## src/rtl/input_conditioner_pkg.sv

```systemverilog
// Shared constants for the user-input conditioning front end.
package input_conditioner_pkg;
   localparam int CLK_HZ                  = 100000000;
   localparam int DEFAULT_DEBOUNCE_CYCLES = 1000000;
   localparam int DEFAULT_SYNC_STAGES     = 2;
   localparam int SIM_DEBOUNCE_CYCLES     = 4;
   localparam int NUM_CH                  = 4;
endpackage

```

## src/rtl/debounce_channel.sv

```systemverilog
// One input channel: metastability synchroniser, stable-count debouncer,
// and registered edge pulses aligned with the debounced level change.
module debounce_channel
   import input_conditioner_pkg::*;
#(
   parameter int SYNC_STAGES     = DEFAULT_SYNC_STAGES,
   parameter int DEBOUNCE_CYCLES = DEFAULT_DEBOUNCE_CYCLES,
   parameter int CNT_W           = 20
) (
   input  logic CLK,
   input  logic RST_N,
   input  logic raw,
   output logic db,
   output logic rise,
   output logic fall
);
   localparam logic [CNT_W-1:0] LAST = CNT_W'(DEBOUNCE_CYCLES - 1);

   logic [SYNC_STAGES-1:0] sync;
   logic                   s;
   logic [CNT_W-1:0]       cnt;

   assign s = sync[SYNC_STAGES-1];

   always_ff @(posedge CLK or negedge RST_N) begin
      if (!RST_N) sync <= '0;
      else        sync <= {sync[SYNC_STAGES-2:0], raw};
   end

   // Any cycle where s agrees with db restarts the count, so only an
   // unbroken run of DEBOUNCE_CYCLES disagreeing samples flips db.
   always_ff @(posedge CLK or negedge RST_N) begin
      if (!RST_N) begin
         cnt  <= '0;
         db   <= 1'b0;
         rise <= 1'b0;
         fall <= 1'b0;
      end else begin
         rise <= 1'b0;
         fall <= 1'b0;
         if (s == db) begin
            cnt <= '0;
         end else if (cnt == LAST) begin
            cnt  <= '0;
            db   <= s;
            rise <= s;
            fall <= ~s;
         end else begin
            cnt <= cnt + 1'b1;
         end
      end
   end
endmodule

```

## src/rtl/input_conditioner.sv

```systemverilog
// Synchronises and debounces BTNC and SW0..SW2; BTNC also gets press/release pulses.
module input_conditioner
   import input_conditioner_pkg::*;
#(
   parameter int SYNC_STAGES     = DEFAULT_SYNC_STAGES,
   parameter int DEBOUNCE_CYCLES = DEFAULT_DEBOUNCE_CYCLES,
   parameter int CNT_W           = 20
) (
   input  logic CLK,
   input  logic RST_N,
   input  logic BTNC,
   input  logic SW0,
   input  logic SW1,
   input  logic SW2,
   output logic BTNC_DB,
   output logic SW0_DB,
   output logic SW1_DB,
   output logic SW2_DB,
   output logic BTNC_RISE,
   output logic BTNC_FALL
);
   logic [NUM_CH-1:0] raw;
   logic [NUM_CH-1:0] db;

   assign raw = {SW2, SW1, SW0, BTNC};
   assign {SW2_DB, SW1_DB, SW0_DB, BTNC_DB} = db;

   // Channel 0 is the push-button; only it needs edge pulses.
   for (genvar i = 0; i < NUM_CH; i++) begin : g_ch
      if (i == 0) begin : g_btn
         debounce_channel #(
            .SYNC_STAGES(SYNC_STAGES), .DEBOUNCE_CYCLES(DEBOUNCE_CYCLES), .CNT_W(CNT_W)
         ) u_ch (
            .CLK(CLK), .RST_N(RST_N), .raw(raw[i]), .db(db[i]),
            .rise(BTNC_RISE), .fall(BTNC_FALL)
         );
      end else begin : g_sw
         debounce_channel #(
            .SYNC_STAGES(SYNC_STAGES), .DEBOUNCE_CYCLES(DEBOUNCE_CYCLES), .CNT_W(CNT_W)
         ) u_ch (
            .CLK(CLK), .RST_N(RST_N), .raw(raw[i]), .db(db[i]),
            .rise(), .fall()
         );
      end
   end
endmodule

```

## config.mk

```make
export PLATFORM = sky130hd
export DESIGN_NAME = input_conditioner
export DESIGN_NICKNAME = d
export VERILOG_FILES = /design/src/rtl/input_conditioner_pkg.sv /design/src/rtl/debounce_channel.sv /design/src/rtl/input_conditioner.sv
export SDC_FILE = /design/constraint.sdc
export NUM_CORES = 1
export LEC_CHECK = 0
export CAP_MARGIN = 20
export CORE_UTILIZATION = 30
export DETAILED_ROUTE_END_ITERATION = 16
export GPL_TIMING_DRIVEN = 0
export PLACE_DENSITY_LB_ADDON = 0.3
export SYNTH_ARGS = -nofsm -noshare
export SYNTH_HDL_FRONTEND = slang
export SYNTH_SLANG_ARGS = --single-unit
```

## constraint.sdc

```tcl
create_clock -name CLK -period 2 [get_ports CLK]
set_input_delay 0.6 -clock CLK [delete_from_list [all_inputs] [get_ports CLK]]
set_output_delay 0.6 -clock CLK [all_outputs]
set_load 0.02 [all_outputs]
```

---- Word-level counts from Yosys, hierarchy flattened ----
Index checks and enable logic that the tools add are counted.
cells by class
  $add $sub $neg .......................... 4
  equal/unequal tests ..................... 8
  multiplexer cells ....................... 12
  bitwise logic cells ..................... 5
  reduce and logical (&&, ||, !) cells .... 4
operator list
  cell                   count
  $mux 20                8
  $add 20x1->20 const B  4
  $eq 20x20->1 const B   4
  $reduce_and 2->1       4
  $not 1->1              5
  $eq 1x1->1             4
  $mux 1                 4
word-level totals
  register bits after elaboration ......... 94
  input port bits ......................... 6
  output and inout bits ................... 6
  word-level logic and storage cells ...... 47

---- Longest topological paths before layout ----
Gate-level depths: netlist of run 1.
  depth in word-level cells ............... 3
  gate-level depth with buffers ........... 6
  gate-level depth less buffers ........... 5

---- By module ----
Synthesis of run 1 repeated with hierarchy kept, for this count alone.
unflattened totals
  cell total of the unflattened synthesis .. 464
  area, all modules ....................... 4694.5 µm²
modules (own cells, without submodules)
  module            times used  cells each  area each (µm²)  seq. area each (µm²)
  debounce_channel  4           116         1173.6           625.6

---- Worst setup path before layout of run 1 ----
OpenSTA, ideal clock, no wires.
  kind .................................... flip-flop to flip-flop
  from .................................... register g_ch[2].g_sw.u_ch.cnt[12]
  to ...................................... register g_ch[2].g_sw.u_ch.db
  library setup time ...................... 0.128 ns
  data arrival time ....................... 1.922 ns
  data required time ...................... 1.872 ns
  slack ................................... -0.050 ns
  cell stages (with the launch flop) ...... 5
  path buffers ............................ 0
  period minus slack after synthesis ...... 2.050 ns
  cells stage by stage .................... dfrtp_1 -> or4_1 -> or4_4 -> nor2_1 -> mux2_1
between the ends
  longest elaborated chain between the ends .. 2
ends and longest elaborated chain
  what                               line                    RTL
  from (decl)                        debounce_channel.sv:21  logic [CNT_W-1:0] cnt;
  from (signal assigned)             debounce_channel.sv:49  cnt <= cnt + 1'b1;
  $eq 20x20->1                       debounce_channel.sv:43  end else if (cnt == LAST) begin
  $reduce_and 2->1 (no source line)  -
  to (signal assigned)               debounce_channel.sv:45  db <= s;
  to (decl)                          debounce_channel.sv:13  output logic db,
No other way between the ends.
A chain may end at the register's enable or synchronous reset.

---- Final worst setup path of run 1 ----
  from .................................... register g_ch[2].g_sw.u_ch.cnt[13]
  to ...................................... register g_ch[2].g_sw.u_ch.cnt[15]
between the ends
  longest elaborated chain between the ends .. 3
  elaborated cells between the ends (all ways) .. 4
  those cells by class .................... add/sub (1); eq/ne (1); mux (2)
ends and longest elaborated chain
  what                                                  line                                            RTL
  $add 20x1->20 / $eq 20x20->1 (equally long branches)  debounce_channel.sv:49, debounce_channel.sv:43
  $mux 20 *                                             debounce_channel.sv:43
  $mux 20 *                                             debounce_channel.sv:41                          if (s == db) begin
Mark *: on every way between the ends. The rest lies on a longest branch, timed or not.

==> impl_metrics.toml, run 1 <==
[sta]
fmax_mhz = 501
skew_ns = 0.00639
tightest_slew_ns = 0.578
timing.final.ws_setup_ns = 0.00526
timing_hold_violations_final = 0
timing.final.setup_violations = 0
period_minus_slack_ns = 1.99
timing.final.max_slew_violations = 0
final_min_period_over_clock_period = 0.997
worst_slew_margin_relative_to_its_limit = 0.611
grt_setup_unrepaired = "true"

[route]
drtAntennaViolNets = 0
detailedRoute.firstIterationViolations = 190
postRouteWirelength_um = 8580
drt_pass1_iterations = 4
detail_route.wl_per_cell_um = 12.8
drt-vias-per-instance = 4.81
vias = 3221
remaining_drc_errors = 0

[run]
maxCapViolCount = 0

[critical_path]
r2r-end = "g_ch[2].g_sw.u_ch.cnt[15]"
worst_r2r_path_depth = 5
timing.critical_path.fanout_max = 5
worst_ep_required_time_ns = 2.23
critical_path_arrival_ns = 2.22
worstSetupPathType = "flip-flop to flip-flop"
reg2reg_from = "g_ch[2].g_sw.u_ch.cnt[13]"
worst_setup_path_end_kind = "flip-flop"
regToRegSetupSlack_ns = 0.005
critPathLaunchType = "flip-flop"

[synth]
synthesis.area_um2 = 4440
synth_most_common_cell = "dfrtp_1"
synth_cell_types = 40
ys_warn_count = 0
synth.yosys.seq_area_share = 0.530
mappedNetlistNets = 449
synthArstFlopShare = 1.00
post_synth_main_area_contributors = "dfrtp_1 (53%), xnor2_1 (9.5%), nor2_1 (6.7%)"
edff_count_synth = 0
post_synth.cell_area_avg_um2 = 10.1
yosys.area.top_type = "dfrtp_1"
netlist_instances = 439
synthTopCellsByCount = "dfrtp_1 (94), nor2_1 (79), xnor2_1 (48), nand3_1 (24), nand2_1 (22)"
synth-seq-cells = 94
yosys_most_used_dff = "dfrtp_1"
synth_top_area_share = 0.530

[cts]
hold_buffer_count_at_cts = 0
number_of_buffers_inserted_during_clock_tree_synthesis = 9
ctsLongestPathBuffers = 2
clk_root_buffer_cell = "clkbuf_16"
clock_insertion_delay_worst_skew_ns = 0.34
cts-htree-levels = 3
cts_tree = "built"
cts_num_sinks = 94
clkSlewWorstSetupHoldPaths_ns = 0.07

[finish]
fin_nets = 490
synthToLayoutAreaGrowth_pct = 21.1
num_antenna_cells = 0
layout.cells.non_filler = 669
drive_gt1_frac = 0.167
finalCoreUtilization = 0.371

[global_route]
antenna_found_initial = 0
first_pass_grt_wire_length_um = 14500
maximum_number_of_pins_on_one_net_before_global_route_repair = 69
grt_pass1_vias = 3030
grt_overflow = 0
grt_usage = 0.120

[floorplanning]
count_of_boundary_i_o_pins = 12
core_area_um2 = 14500
num_rows = 44
floorplan.die.width_um = 124
die_height_um = 124
initial_core_util = 0.306
die_area_um2 = 15300

[worst_hold_path]
hold_path.class = "primary input to async pin"

[placement]
place.detailed.hpwl_um = 5610
port_buffers = 11
numPlacedInstances = 635
routabilityCongestion = 0.784
dpl_worst_slack_ns = -0.482

[outcome]
status = "complete, no violations"

[pwr]
power.density_nw_per_um2 = 710
maximum_resistive_drop_on_vdd_uv = 426
p_leak_nw = 2.05
## cell type report
type                    count  area (um^2)
fillers                  1417         9110
flip-flops and latches     94         2350
multi-input cells         321         2090
repair buffers             31          290
clock buffers              10          239
well taps                 184          230
inverters                  17         63.8
clock inverters             6         61.3
plain buffers               6         43.8
## state kept, by name, summed over array words and instances (netlist names)
| signal | cells |
|---|---|
| g_ch.g_sw.u_ch.cnt | 60 |
| g_ch.g_sw.u_ch.sync | 6 |
| g_ch.g_sw.u_ch.db | 3 |
| g_ch.g_btn.u_ch.sync | 2 |
| g_ch.g_btn.u_ch.db | 1 |
| g_ch.g_btn.u_ch.cnt | 20 |
| g_ch.g_btn.u_ch.fall | 1 |
| g_ch.g_btn.u_ch.rise | 1 |
## cell families (layout without fill, tap and decap cells)
logic type,after synthesis,in the layout,share of synthesized area
muxes,8,8,0.0192
AOI/OAI and AO/OA,28,28,0.0418
and+or+nand+nor,219,219,0.251
DFF,94,94,0.530
buffers and inverters,24,70,0.0237
adders and majority gates,4,4,0.0113
xor gates and xnor gates,62,62,0.122
## worst max path at each step
stage / slack [ns] / startpoint / endpoint
finish: 0.005 / g_ch[2].g_sw.u_ch.cnt[13] / g_ch[2].g_sw.u_ch.cnt[15]
global route: -0.05 / g_ch[2].g_sw.u_ch.cnt[13] / g_ch[2].g_sw.u_ch.cnt[15]
CTS: 0.007 / g_ch[3].g_sw.u_ch.cnt[0] / g_ch[3].g_sw.u_ch.cnt[14]
detailed placement: -0.48 / g_ch[3].g_sw.u_ch.cnt[0] / g_ch[3].g_sw.u_ch.cnt[14]
global placement: -3.16 / RST_N / g_ch[0].g_btn.u_ch.cnt[0]
floorplan: 0.02 / g_ch[2].g_sw.u_ch.cnt[10] / g_ch[2].g_sw.u_ch.db
## worst max-delay path: stages, from the launching register on
cell and delay [ns]:
dfrtp_1 0.38, or4_1 0.52, or4_4 0.54, o21ai_4 0.23, buf_6 0.17, nor2_2 0.05
## per-stage QoR
stage          cell area, um^2  hold WS, ns  TNS (ns)  total power [mW]
5_1_grt                   5370        0.198    -0.663              3.97
2_1_floorplan             4440        0.304         0              2.05
6_report                  5370        0.174         0              3.81
3_3_place_gp              4780        0.333   -302.74              2.11
3_5_place_dp              4810        0.337     -9.28              2.12
4_1_cts                   5210        0.183         0              3.87
## cell usage in the layout (no fill, tap or decap), types with 9 or more instances in the layout
master / count
a21oi_1: 11
nand2_1: 22
nand4_1: 20
inv_1: 17
nor3_1: 20
xor2_1: 14
nand3_1: 23
buf_4: 20
nor2_2: 11
clkbuf_16: 9
dfrtp_1: 92
xnor2_1: 48
nor2_1: 66
nor4_1: 16
## per-layer routing
metal	up-vias	wire length, um	GRT usage
met5	-	0	0
met4	0	112	0.0407
met3	9	212	0.0302
met2	27	3990	0.187
met1	1562	4270	0.161
li1	1623	-	-
## report_power, final
group	leakage, nW	internal [mW]	switching [mW]	total [mW]
registers	1.28	1.93	0.0271	1.96
logic	0.624	0.0571	0.0941	0.151
clock network	0.148	0.998	0.708	1.71
## repair_timing
action                     CTS  global route
cloned                       1             0
setup buffers                9             9
setup endpoints to repair   49            62
pin swaps                    5             9
resized for setup            7            33
Power figures use the tool's default switching activity.
==> run 2: changes to the inputs <==
RECOVER_POWER = 25   (was not set)
==> impl_metrics.toml, run 2 (synthesis gave the netlist of run 1 again) <==
[critical_path]
critical_path_depth_in_cells = 5
slowest_stage = "or4_4"
path_delay_family = "simple AND/OR/NAND/NOR gates"
crit_chain = "or4_1, or4_4, o21ai_4, buf_6, nor2_2"
timing.critical_path.fanout_max = 5
critPathLaunchType = "flip-flop"
regToRegSetupSlack_ns = 0.005
critPathMaxStageDelay_ns = 0.54
worst_ep_required_time_ns = 2.23
r2r-end = "g_ch[2].g_sw.u_ch.cnt[15]"
worst_setup_path_end_kind = "flip-flop"
worstSetupPathType = "flip-flop to flip-flop"
worst_r2r_path_depth = 5
critical_path_arrival_ns = 2.22
reg2reg_from = "g_ch[2].g_sw.u_ch.cnt[13]"
critical_path.n_buffers_inverters = 1

[sta]
tightest_slew_ns = 1.56
worst_slew_margin_relative_to_its_limit = -0.0375
timing_hold_violations_final = 0
setup_tns_ns = 0
final_min_period_over_clock_period = 0.997
grt_setup_unrepaired = "true"
worst_hold_slack_ns = 0.349
timing.final.max_slew_violations = 27
period_minus_slack_ns = 1.99
fmax_mhz = 501
timing.final.setup_violations = 0
skew_ns = 0.00639

[route]
vias = 3222
detail_route.wl_per_cell_um = 12.8
drt_pass1_iterations = 4
postRouteWirelength_um = 8580
drtAntennaViolNets = 0
drt-vias-per-instance = 4.82
detailedRoute.firstIterationViolations = 193
remaining_drc_errors = 0

[cts]
clock_insertion_delay_worst_skew_ns = 0.34
clkSlewWorstSetupHoldPaths_ns = 0.07
cts-htree-levels = 3
number_of_buffers_inserted_during_clock_tree_synthesis = 9
hold_buffer_count_at_cts = 0
cts_tree = "built"
clk_root_buffer_cell = "clkbuf_16"
cts_num_sinks = 94
ctsLongestPathBuffers = 2

[finish]
num_antenna_cells = 0
drive_gt1_frac = 0.165
fin_nets = 490
num-fill-cells = 1419
final_common_cell = "dfrtp_1"
layout.cells.non_filler = 669
flip_flop_count_of_the_largest_register_after_layout = 60
synthToLayoutAreaGrowth_pct = 21.0
top_regs = "g_ch.g_sw.u_ch.cnt: 60 flops, g_ch.g_btn.u_ch.cnt: 20 flops, g_ch.g_sw.u_ch.sync: 6 flops"
mostFrequentLayoutCells = "dfrtp_1 (92), nor2_1 (66), xnor2_1 (48), nand3_1 (23), nand2_1 (22)"
registers.top_by_ff_count = "g_ch.g_sw.u_ch.cnt"

[pwr]
intPower_mw = 2.98
maximum_resistive_drop_on_vdd_uv = 426
comb_power_share = 0.039
p_leak_nw = 2.05
p_sw_mw = 0.829
switching_share = 0.218
power.share.clock = 0.448
seq_power_share = 0.513
power.density_nw_per_um2 = 710

[outcome]
violations_in_the_final_reports = "max-capacitance violations, max-slew violations"
status = "complete, but fails checks"

[worst_hold_path]
hold_path.class = "flip-flop to flip-flop"
hold_startpoint = "g_ch[1].g_sw.u_ch.sync[0]"
hold_end = "g_ch[1].g_sw.u_ch.sync[1]"
cell_depth_of_the_worst_min_delay_path = 0

[placement]
routabilityCongestion = 0.784
place.detailed.hpwl_um = 5610
numPlacedInstances = 635
port_buffers = 11

[floorplanning]
die_area_um2 = 15300
num_rows = 44
core_area_um2 = 14500
initial_core_util = 0.306
floorplan.die.width_um = 124
count_of_boundary_i_o_pins = 12
die_height_um = 124

[global_route]
grt_overflow = 0
grt_usage = 0.120
maximum_number_of_pins_on_one_net_before_global_route_repair = 69
grt_pass1_vias = 3030
antenna_found_initial = 0
first_pass_grt_wire_length_um = 14500

[run]
maxCapViolCount = 1
[run 2: changes by cell type in the layout (fill, tap and decap cells not counted), sizes merged]
cell and delta:
clkdlybuf4s50 -4, buf -1, clkbuf +1, dlygate4sd3 +4
[run 2: layer usage]
layer	routed length (um)	track usage	share of wire
met1	4270	0.161	0.50
met2	3990	0.187	0.46
met3	211	0.0302	0.025
met4	112	0.0407	0.013
met5	0	0	0
[run 2: layout make-up]
cell class / count / area (um^2) / share of cell area
repair buffers: 31 / 287 / 0.0534
inverters: 17 / 63.8 / 0.0119
flip-flops and latches: 94 / 2350 / 0.439
plain buffers: 6 / 43.8 / 0.00816
clock inverters: 6 / 61.3 / 0.0114
multi-input cells: 321 / 2090 / 0.389
well taps: 184 / 230 / 0.0429
clock buffers: 10 / 239 / 0.0445
[run 2: worst max-delay path by stage]
stage	startpoint	endpoint	slack, ns
after floorplan	g_ch[2].g_sw.u_ch.cnt[10]	g_ch[2].g_sw.u_ch.db	0.02
after global placement	RST_N	g_ch[0].g_btn.u_ch.cnt[0]	-3.16
after detailed placement	g_ch[3].g_sw.u_ch.cnt[0]	g_ch[3].g_sw.u_ch.cnt[14]	-0.48
after CTS	g_ch[3].g_sw.u_ch.cnt[0]	g_ch[3].g_sw.u_ch.cnt[14]	0.007
after global routing	g_ch[2].g_sw.u_ch.cnt[13]	g_ch[2].g_sw.u_ch.cnt[15]	-0.05
final	g_ch[2].g_sw.u_ch.cnt[13]	g_ch[2].g_sw.u_ch.cnt[15]	0.005
[run 2: timing repair]
action                     4_1_cts  5_1_grt
gates resized for setup          7       33
setup buffers                    9        9
setup endpoints to repair       49       62
pin swaps                        5        9
cloned                           1        0
[run 2: power by group through the flow]
stage	logic (mW)	clock network, mW	registers, mW
final	0.149	1.71	1.96
after global routing	0.171	1.84	1.96
after CTS	0.146	1.77	1.95
after detailed placement	0.132	0	1.99
after global placement	0.124	0	1.99
after floorplan	0.0612	0	1.98
[run 2: per-stage QoR]
stage,util,power (mW),area (um^2),setup slack (ns)
floorplan,-,2.05,4440,0.0230
global route,0.371,3.97,5370,-0.0510
finish,0.371,3.81,5370,0.00517
CTS,0.360,3.87,5210,0.00724
detailed placement,0.332,2.12,4810,-0.482
global placement,0.330,2.11,4780,-3.16
==> run 3: changes to the inputs <==
SETUP_SLACK_MARGIN = 0.4   (was not set)
==> impl_metrics.toml, run 3 (synthesis gave the netlist of run 1 again) <==
[route]
drt_pass1_iterations = 4
vias = 3697
remaining_drc_errors = 0
routed.top_layer = "met4"
drt-vias-per-instance = 4.91
met2RoutedLength_um = 5630
postRouteWirelength_um = 10800
drtAntennaViolNets = 0
detailedRoute.firstIterationViolations = 219
detail_route.wl_per_cell_um = 14.3
routed-wl-met3_um = 283
m1WireLength_um = 4700

[finish]
synthToLayoutAreaGrowth_pct = 52.3
final_common_cell = "buf_4"
flip_flop_count_of_the_largest_register_after_layout = 60
top_regs = "g_ch.g_sw.u_ch.cnt: 60 flops, g_ch.g_btn.u_ch.cnt: 20 flops, g_ch.g_sw.u_ch.sync: 6 flops"
registers.top_by_ff_count = "g_ch.g_sw.u_ch.cnt"
finalCoreUtilization = 0.467
num-fill-cells = 1294
fin_nets = 574
drive_gt1_frac = 0.443
layout.cells.non_filler = 753
mostFrequentLayoutCells = "buf_4 (86), dfrtp_1 (85), xnor2_1 (47), nor2_4 (40), nor2_1 (32)"
num_antenna_cells = 0

[run]
maxCapViolCount = 0

[critical_path]
timing.critical_path.fanout_max = 2
critical_path_arrival_ns = 2.21
worstSetupPathType = "flip-flop to flip-flop"
worst_setup_path_end_kind = "flip-flop"
regToRegSetupSlack_ns = 0.01
startpoint = "g_ch[2].g_sw.u_ch.cnt[15]"
worst_ep_required_time_ns = 2.22
worst_r2r_path_depth = 4
reg2reg_from = "g_ch[2].g_sw.u_ch.cnt[15]"
r2r-end = "g_ch[2].g_sw.u_ch.db"
critPathLaunchType = "flip-flop"

[sta]
fmax_mhz = 503
final_min_period_over_clock_period = 0.994
skew_ns = 0.00675
timing_hold_violations_final = 0
worst_slew_margin_relative_to_its_limit = 0.459
timing.final.setup_violations = 0
period_minus_slack_ns = 1.99
grt_setup_unrepaired = "true"
setup_tns_ns = 0
timing.final.max_slew_violations = 0
tightest_slew_ns = 0.811

[worst_hold_path]
hold_path.class = "primary input to async pin"

[floorplanning]
num_rows = 44
count_of_boundary_i_o_pins = 12
die_height_um = 124
floorplan.die.width_um = 124
die_area_um2 = 15300
core_area_um2 = 14500
initial_core_util = 0.306

[pwr]
power.density_nw_per_um2 = 636
total_power_mw = 4.29
maximum_resistive_drop_on_vdd_uv = 498
p_leak_nw = 2.62

[cts]
clkSlewWorstSetupHoldPaths_ns = 0.06
number_of_buffers_inserted_during_clock_tree_synthesis = 9
ctsLongestPathBuffers = 2
cts_num_sinks = 94
cts_tree = "built"
clk_root_buffer_cell = "clkbuf_16"
cts-htree-levels = 3
clock_insertion_delay_worst_skew_ns = 0.34

[global_route]
grt_overflow = 0
grt_pass1_vias = 3785
antenna_found_initial = 0
first_pass_grt_wire_length_um = 17300
maximum_number_of_pins_on_one_net_before_global_route_repair = 65
grt_usage = 0.143

[placement]
port_buffers = 11
routabilityCongestion = 0.792
numPlacedInstances = 635
place.detailed.hpwl_um = 5610

[outcome]
status = "complete, no violations"
## run 3: cell count changes in the layout (fill, tap and decap cells not counted), moves of 5 or more
cell / before / now
a21oi_1: 11 / 3
dfrtp_1: 92 / 85
dfrtp_2: 2 / 9
nor2_4: 2 / 40
a21oi_2: 1 / 9
nand3_1: 23 / 17
nor4_1: 16 / 8
nor2_1: 66 / 32
nor4_4: 0 / 5
buf_6: 4 / 17
buf_4: 19 / 86
## run 3: final cells by class
cell class,count,area (um^2),share of cell area
Sequential cell,94,2360,0.350
Tap cell,184,230,0.0341
Timing Repair Buffer,114,932,0.138
Clock buffer,10,229,0.0339
Multi-Input combinational cell,321,2710,0.401
Buffer,7,93.8,0.0139
Clock inverter,6,134,0.0198
Inverter,17,63.8,0.00944
## run 3: worst max path at each step
stage | depth (start not counted) | slack (ns) | end
after CTS | 4 | 0.02 | g_ch[2].g_sw.u_ch.db
after floorplan | 5 | 0.07 | g_ch[2].g_sw.u_ch.cnt[11]
after global placement | 1 | -3.23 | g_ch[1].g_sw.u_ch.sync[0]
final | 4 | 0.01 | g_ch[2].g_sw.u_ch.db
after global routing | 5 | -0.04 | g_ch[2].g_sw.u_ch.cnt[2]
after detailed placement | 6 | -0.19 | g_ch[2].g_sw.u_ch.cnt[9]
## run 3: layer usage
layer  track usage  up-vias
li1              -     1780
met1         0.173     1847
met2         0.252       57
met3        0.0284       13
met4        0.0497        0
met5             0        -
## run 3: report_power, final
| group | leakage, nW | switching, mW | internal (mW) | total (mW) |
|---|---|---|---|---|
| logic | 1.18 | 0.147 | 0.115 | 0.263 |
| clock network | 0.177 | 0.725 | 1.35 | 2.07 |
| registers | 1.27 | 0.0286 | 1.93 | 1.96 |
| total | 2.62 | 0.901 | 3.39 | 4.29 |
## run 3: metrics by stage
stage / setup slack (ns) / area [um^2] / hold WS (ns)
2_1_floorplan: 0.0740 / 4550 / 0.304
3_3_place_gp: -3.23 / 4890 / 0.339
3_5_place_dp: -0.191 / 4920 / 0.338
4_1_cts: 0.0156 / 6150 / 0.205
5_1_grt: -0.0354 / 6760 / 0.365
6_report: 0.0119 / 6760 / 0.325
## run 3: timing repair
item / 4_1_cts / 5_1_grt
gates resized for setup: 98 / 115
hold buffers: 0 / 0
buffers inserted: 76 / 22
gates cloned: 3 / 1
pin swaps: 57 / 36
setup endpoints to repair: 92 / 87
## run 3: critical path, cell delays in order (launching register included)
cell	delay, ns
dfrtp_1	0.38
or4_1	0.51
or4_4	0.53
nor2_4	0.15
mux2_4	0.30
